[config.mk]
export PLATFORM = sky130hd
export DESIGN_NAME = uart_rx_16x
export DESIGN_NICKNAME = d
export VERILOG_FILES = /design/src/rtl/uart_rx_16x.sv
export SDC_FILE = /design/constraint.sdc
export NUM_CORES = 1
export LEC_CHECK = 0
export CORE_MARGIN = 5
export CORE_UTILIZATION = 40
export CTS_CLUSTER_DIAMETER = 40
export CTS_CLUSTER_SIZE = 20
export DETAILED_ROUTE_END_ITERATION = 6
export PLACE_DENSITY = 0.6
export REMOVE_ABC_BUFFERS = 1
export SYNTH_ARGS = -nofsm -noshare
export SYNTH_HDL_FRONTEND = slang
export SYNTH_SLANG_ARGS = --single-unit
[constraint.sdc]
create_clock -name Clk -period 4.08 [get_ports Clk]
set_input_delay 1.02 -clock Clk [delete_from_list [all_inputs] [get_ports Clk]]
set_output_delay 1.02 -clock Clk [all_outputs]
set_load 0.005 [all_outputs]
[src/rtl/uart_rx_16x.sv]
// UART receiver: 16x-oversampled start/data/parity/stop sampling into a 16-deep
// first-word-fall-through RX FIFO with registered one-cycle error strobes.
module uart_rx_16x #(
  parameter int unsigned C_DATA_BITS  = 8,
  parameter int unsigned C_USE_PARITY = 0,
  parameter int unsigned C_ODD_PARITY = 0
) (
  input  logic                   Clk,
  input  logic                   Reset,
  input  logic                   EN_16x_Baud,
  input  logic                   RX,
  input  logic                   Read_RX_FIFO,
  input  logic                   Reset_RX_FIFO,
  output logic [C_DATA_BITS-1:0] RX_Data,
  output logic                   RX_Data_Present,
  output logic                   RX_Buffer_Full,
  output logic                   RX_Frame_Error,
  output logic                   RX_Parity_Error,
  output logic                   RX_Overrun_Error
);

  localparam int unsigned DEPTH = 16;
  localparam int unsigned AW    = 4;
  localparam int unsigned CW    = 5;
  localparam int unsigned TW    = 4;
  localparam int unsigned BW    = 4;
  localparam logic [TW-1:0] CENTRE   = TW'(7);
  localparam logic [BW-1:0] LAST_BIT = BW'(C_DATA_BITS - 1);
  localparam logic [CW-1:0] FULL_CNT = CW'(DEPTH);

  typedef enum logic [2:0] {IDLE, START, DATA, PARITY, STOP} state_t;

  state_t                 state, state_nxt;
  logic                   rx_meta, rx_s;
  logic [TW-1:0]          tick_cnt;
  logic [BW-1:0]          bit_cnt;
  logic [C_DATA_BITS-1:0] shreg;
  logic                   par_bad;
  logic                   centre_c, start_c, clr_bits_c, shift_c, par_c, stop_c;

  logic [C_DATA_BITS-1:0] mem [DEPTH];
  logic [AW-1:0]          wr_ptr, rd_ptr, wr_ptr_nxt, rd_ptr_nxt;
  logic [CW-1:0]          count, count_nxt;
  logic                   wr_c, rd_c, full_c;
  logic [C_DATA_BITS-1:0] head_c;

  // Two-flop synchroniser; idles high so reset never looks like a start bit
  always_ff @(posedge Clk) begin
    if (Reset) begin
      rx_meta <= 1'b1;
      rx_s    <= 1'b1;
    end else begin
      rx_meta <= RX;
      rx_s    <= rx_meta;
    end
  end

  assign centre_c = EN_16x_Baud && (tick_cnt == CENTRE);

  always_ff @(posedge Clk) begin
    if (Reset) state <= IDLE;
    else       state <= state_nxt;
  end

  always_comb begin
    state_nxt  = state;
    start_c    = 1'b0;
    clr_bits_c = 1'b0;
    shift_c    = 1'b0;
    par_c      = 1'b0;
    stop_c     = 1'b0;
    case (state)
      IDLE: begin
        if (EN_16x_Baud && !rx_s) begin
          state_nxt = START;
          start_c   = 1'b1;
        end
      end
      START: begin
        if (centre_c) begin
          if (!rx_s) begin
            state_nxt  = DATA;
            clr_bits_c = 1'b1;
          end else begin
            state_nxt  = IDLE;
          end
        end
      end
      DATA: begin
        if (centre_c) begin
          shift_c = 1'b1;
          if (bit_cnt == LAST_BIT) state_nxt = (C_USE_PARITY != 0) ? PARITY : STOP;
        end
      end
      PARITY: begin
        if (centre_c) begin
          par_c     = 1'b1;
          state_nxt = STOP;
        end
      end
      STOP: begin
        if (centre_c) begin
          stop_c    = 1'b1;
          state_nxt = IDLE;
        end
      end
      default: state_nxt = IDLE;
    endcase
  end

  // Bit-timing and shift datapath; every sample lands on tick_cnt == 7
  always_ff @(posedge Clk) begin
    if (Reset) begin
      tick_cnt <= '0;
      bit_cnt  <= '0;
      shreg    <= '0;
      par_bad  <= 1'b0;
    end else begin
      if (start_c)          tick_cnt <= '0;
      else if (EN_16x_Baud) tick_cnt <= tick_cnt + TW'(1);
      if (clr_bits_c)       bit_cnt  <= '0;
      else if (shift_c)     bit_cnt  <= bit_cnt + BW'(1);
      if (shift_c)          shreg    <= {rx_s, shreg[C_DATA_BITS-1:1]};
      if (start_c)          par_bad  <= 1'b0;
      else if (par_c)       par_bad  <= ((^shreg) ^ rx_s) != 1'(C_ODD_PARITY);
    end
  end

  always_ff @(posedge Clk) begin
    if (Reset) begin
      RX_Frame_Error   <= 1'b0;
      RX_Parity_Error  <= 1'b0;
      RX_Overrun_Error <= 1'b0;
    end else begin
      RX_Frame_Error   <= stop_c && !rx_s;
      RX_Parity_Error  <= stop_c && par_bad;
      RX_Overrun_Error <= stop_c && full_c;
    end
  end

  // FIFO control; the head register is loaded with the word that will be at
  // the head after this edge, including a write landing in an empty FIFO
  always_comb begin
    full_c = (count == FULL_CNT);
    wr_c   = stop_c && !full_c && !Reset_RX_FIFO;
    rd_c   = Read_RX_FIFO && (count != '0);
    if (Reset_RX_FIFO) begin
      count_nxt  = '0;
      wr_ptr_nxt = '0;
      rd_ptr_nxt = '0;
    end else begin
      count_nxt  = count + CW'(wr_c) - CW'(rd_c);
      wr_ptr_nxt = wr_ptr + AW'(wr_c);
      rd_ptr_nxt = rd_ptr + AW'(rd_c);
    end
    if (count_nxt == '0)                  head_c = '0;
    else if (wr_c && rd_ptr_nxt == wr_ptr) head_c = shreg;
    else                                   head_c = mem[rd_ptr_nxt];
  end

  always_ff @(posedge Clk) begin
    if (wr_c) mem[wr_ptr] <= shreg;
  end

  always_ff @(posedge Clk) begin
    if (Reset) begin
      count           <= '0;
      wr_ptr          <= '0;
      rd_ptr          <= '0;
      RX_Data         <= '0;
      RX_Data_Present <= 1'b0;
      RX_Buffer_Full  <= 1'b0;
    end else begin
      count           <= count_nxt;
      wr_ptr          <= wr_ptr_nxt;
      rd_ptr          <= rd_ptr_nxt;
      RX_Data         <= head_c;
      RX_Data_Present <= (count_nxt != '0);
      RX_Buffer_Full  <= (count_nxt == FULL_CNT);
    end
  end

endmodule

==> impl_metrics.env, run 1 <==
export IMPL_synth_enable_flop_cells=128
export IMPL_synth_cell_area_um2=7360
export IMPL_outcome="completed"
export IMPL_timing_max_transition_violations_final=0
export IMPL_critical_path_slowest_cell="sky130_fd_sc_hd__clkdlybuf4s50_1"
export IMPL_utilization_pct=46.9
export IMPL_drive_above_1_share_pct=15.6
export IMPL_synth_top_family_by_area="multiplexers"
export IMPL_postCtsResizedCells=0
export IMPL_die_h_um=146
export IMPL_synth_cells=503
export IMPL_place_port_buffers=18
export IMPL_initialDrtViolationCount=249
export IMPL_dpl_worst_slack_ns=-0.126
export IMPL_power_ir_vdd_worst_mv=0.306
export IMPL_cp_cell_sequence="clkdlybuf4s50_1 -> and4b_1 -> nand4_4 -> ha_1 -> inv_1 -> ha_1 -> inv_1 -> fa_1 -> nand2b_1 -> a21oi_1 -> o21ai_0 -> a41oi_2 -> nand3_1 -> o22ai_1"
export IMPL_power_density_nw_per_um2=518
export IMPL_cts_tree="yes"
export IMPL_critical_path_buf_inv_count=3
export IMPL_number_of_cells_in_the_design_after_placement=754
export IMPL_detailedPlacementHpwl_um=9410
export IMPL_cts_sinks=176
export IMPL_yosysSeqAreaShare_pct=65.3
export IMPL_insertedDiodeCount=0
export IMPL_clock_power_share_pct=35.7
export IMPL_die_w_um=146
export IMPL_timing_hold_violations_final=0
export IMPL_global_route_wire_length_before_repair_um=22900
export IMPL_track_usage_pct=13.9
export IMPL_muxShareOfSynthArea_pct=13.8
export IMPL_design_final_nets=563
export IMPL_end_kind="flop"
export IMPL_r2r_cells=15
export IMPL_setup_tns_final_ns=0
export IMPL_report_power_total_w=0.00438
export IMPL_most_common_flop_cell_mapped_by_yosys="sky130_fd_sc_hd__edfxtp_1"
export IMPL_post_synth_xor_area_fraction_pct=2.60
export IMPL_setup_viol_count_final=0
export IMPL_cts_htree_levels=4
export IMPL_power_share_switching_pct=25.5
export IMPL_synth_compound_area_share_pct=4.20
export IMPL_final_setup_worst_slack_ns=0.273
export IMPL_setup_worst_path_start_class="primary input"
export IMPL_hp_start="rx_meta"
export IMPL_worstReg2RegStart="count[2]"
export IMPL_synth_cell_types=58
export IMPL_cts_clk_slew_worst_paths_ns=0.06
export IMPL_worst_slew_pin_transition_ns=0.862
export IMPL_finalCriticalPeriod_ns=3.81
export IMPL_yosysWarnings=0
export IMPL_most_common_layout_cells="128 x sky130_fd_sc_hd__edfxtp_1, 61 x sky130_fd_sc_hd__mux2i_1, 48 x sky130_fd_sc_hd__dfxtp_1"
export IMPL_p_seq_share_pct=44.5
export IMPL_ctsHoldBuffers=0
export IMPL_number_of_synthesized_register_bits=176
export IMPL_num_rows=49
export IMPL_critPathLaunch="EN_16x_Baud"
export IMPL_maxClockFrequency_mhz=263
export IMPL_regArea_um2=4800
export IMPL_internal_power_of_the_cells_w=0.00326
export IMPL_finalCritPeriodShare_pct=93.3
export IMPL_leakagePower_nw=3.08
export IMPL_cts_root_buf="sky130_fd_sc_hd__clkbuf_16"
export IMPL_die_area_um2=21200
export IMPL_net_switching_power_w=0.00112
export IMPL_cts_setup_buffers=0
export IMPL_synth_adder_area_share_pct=2.31
export IMPL_crit_required_ns=4.42
export IMPL_hold_path_class="flop to flop"
export IMPL_gp_congestion=0.790
export IMPL_wire_per_inst_um=18.4
export IMPL_number_of_buffers_added_by_the_clock_tree_synthesis_step=17
export IMPL_layout_area_overhead_pct=14.9
export IMPL_route_detailed_drc=0
export IMPL_cpLargestDelayFamily="compound AO/OA/AOI/OAI gates"
export IMPL_buffer_levels_on_the_longest_clock_path=2
export IMPL_crit_path_max_incr_delay_ns=0.47
export IMPL_post_layout_nonfiller_instances=786
export IMPL_synthArstFlopShare_pct=0
export IMPL_clkLatencyLatePin_ns=0.42
export IMPL_drv_max_cap_violation_count=0
export IMPL_grt_overflow=0
export IMPL_critPathKind="primary input to flop"
export IMPL_crit_arrival_ns=4.14
export IMPL_via_per_inst=5.21
export IMPL_grt_start_max_net_pins=22
export IMPL_syn_area_cell_um2=14.6
export IMPL_worst_case_register_to_register_setup_slack_ns=0.71
export IMPL_layout_commonest_cell="sky130_fd_sc_hd__edfxtp_1"
export IMPL_pin_count=19
export IMPL_num_fill_cells=1565
export IMPL_worst_clock_skew_ns=0.00779
export IMPL_drtPass1Iterations=4
export IMPL_combinationalPowerShare_pct=19.8
export IMPL_setup_worst_path_end="RX_Data[4]"
export IMPL_detail_route_wirelength_um=14400
export IMPL_multi_input_comb_area_um2=2330
export IMPL_num_vias=4094
export IMPL_crit_path_max_fanout=7
export IMPL_via_count_of_the_first_global_routing_pass=4198
export IMPL_maxSlewHeadroom_pct=42.5
export IMPL_crit_cells=14
export IMPL_regToRegEndpoint="RX_Data[4]"
export IMPL_ant_nets=0
export IMPL_grt_antenna_before_repair=0
export IMPL_grt_setup_unrepaired="false"
export IMPL_basic_gate_share_of_the_synthesized_area_counting_and_or_nand_and_nor_cells_pct=8.72
export IMPL_initial_core_util_pct=40.9
export IMPL_coreArea_um2=18000
registers in the layout, indices dropped and copies added (netlist names), 3 cells and up:
| name | cells |
|---|---|
| wr_ptr | 4 |
| RX_Data | 8 |
| rd_ptr | 4 |
| shreg | 8 |
| tick_cnt | 4 |
| count | 5 |
| mem | 128 |
| bit_cnt | 4 |
| state | 3 |
cell families (layout without fill, tap and decap cells):
| logic type | count (synthesis) | in the layout |
|---|---|---|
| xor gates and xnor gates | 21 | 21 |
| and+or+nand+nor | 121 | 121 |
| AOI/OAI and AO/OA | 49 | 49 |
| adders and majority gates | 13 | 13 |
| buffers and inverters | 40 | 94 |
| DFF | 176 | 176 |
| muxes | 83 | 83 |
cell usage after synthesis, drive strengths merged (4+ instances only):
cell	number	area [um2]
or2	5	31.3
mux2i	61	611
a21oi	16	80.1
ha	12	150
edfxtp	128	3840
buf	12	120
and2	6	37.5
nor2b	4	27.5
xnor2	15	139
nand3	7	35.0
nand2b	4	25.0
nor3	10	50.1
clkbuf	9	37.5
inv	18	67.6
mux2	8	90.1
xor2	6	52.6
mux4	14	315
nor3b	4	35.0
nor2	37	146
nand2	28	108
dfxtp	48	961
o21ai	9	45.0
o22ai	10	62.6
metal layers:
metal / share of wire [%] / track usage (%) / vias to the layer above / wire (um)
li1: - / - / 1955 / -
met1: 45 / 17.9 / 2022 / 6540
met2: 48 / 22.7 / 95 / 6980
met3: 4.4 / 3.74 / 22 / 636
met4: 1.9 / 4.85 / 0 / 275
met5: 0 / 0 / - / 0
power groups by stage:
stage / clock, W / sequential (W) / combinational, W
floorplan: 0 / 0.00198 / 0.000635
global placement: 0 / 0.00199 / 0.000851
finish: 0.00156 / 0.00195 / 0.000867
CTS: 0.00160 / 0.00195 / 0.000872
global route: 0.00168 / 0.00195 / 0.000953
detailed placement: 0 / 0.00199 / 0.000865
per-stage QoR:
stage	hold slack, ns	area (um2)
detailed placement	0.395	7880
floorplan	0.389	7210
global placement	0.398	7880
global route	0.446	8460
finish	0.408	8460
CTS	0.410	8460
worst min-delay path by stage:
stage / end / slack, ns / cells past startpoint
floorplan: rx_s / 0.39 / 1
global placement: rx_s / 0.40 / 1
detailed placement: rx_s / 0.39 / 1
CTS: rx_s / 0.41 / 1
global route: rx_s / 0.45 / 1
finish: rx_s / 0.41 / 1
final cells by class:
cell class / instances / area share, %
Sequential cell: 176 / 56.8
Multi-Input combinational cell: 287 / 27.6
Clock buffer: 24 / 5.96
Timing Repair Buffer: 43 / 4.50
Tap cell: 229 / 3.39
Clock inverter: 8 / 0.902
Inverter: 19 / 0.858
Power figures use the tool's default switching activity.
==> inputs of run 2 (changes only) <==
--- a/config.mk
+++ b/config.mk
@@ -8,7 +8,6 @@
 export CORE_MARGIN = 5
 export CORE_UTILIZATION = 40
 export CTS_CLUSTER_DIAMETER = 40
-export CTS_CLUSTER_SIZE = 20
 export DETAILED_ROUTE_END_ITERATION = 6
 export PLACE_DENSITY = 0.6
 export REMOVE_ABC_BUFFERS = 1
==> results of run 2 <==
Final layout, timing and power as in run 1 (identical DEF).
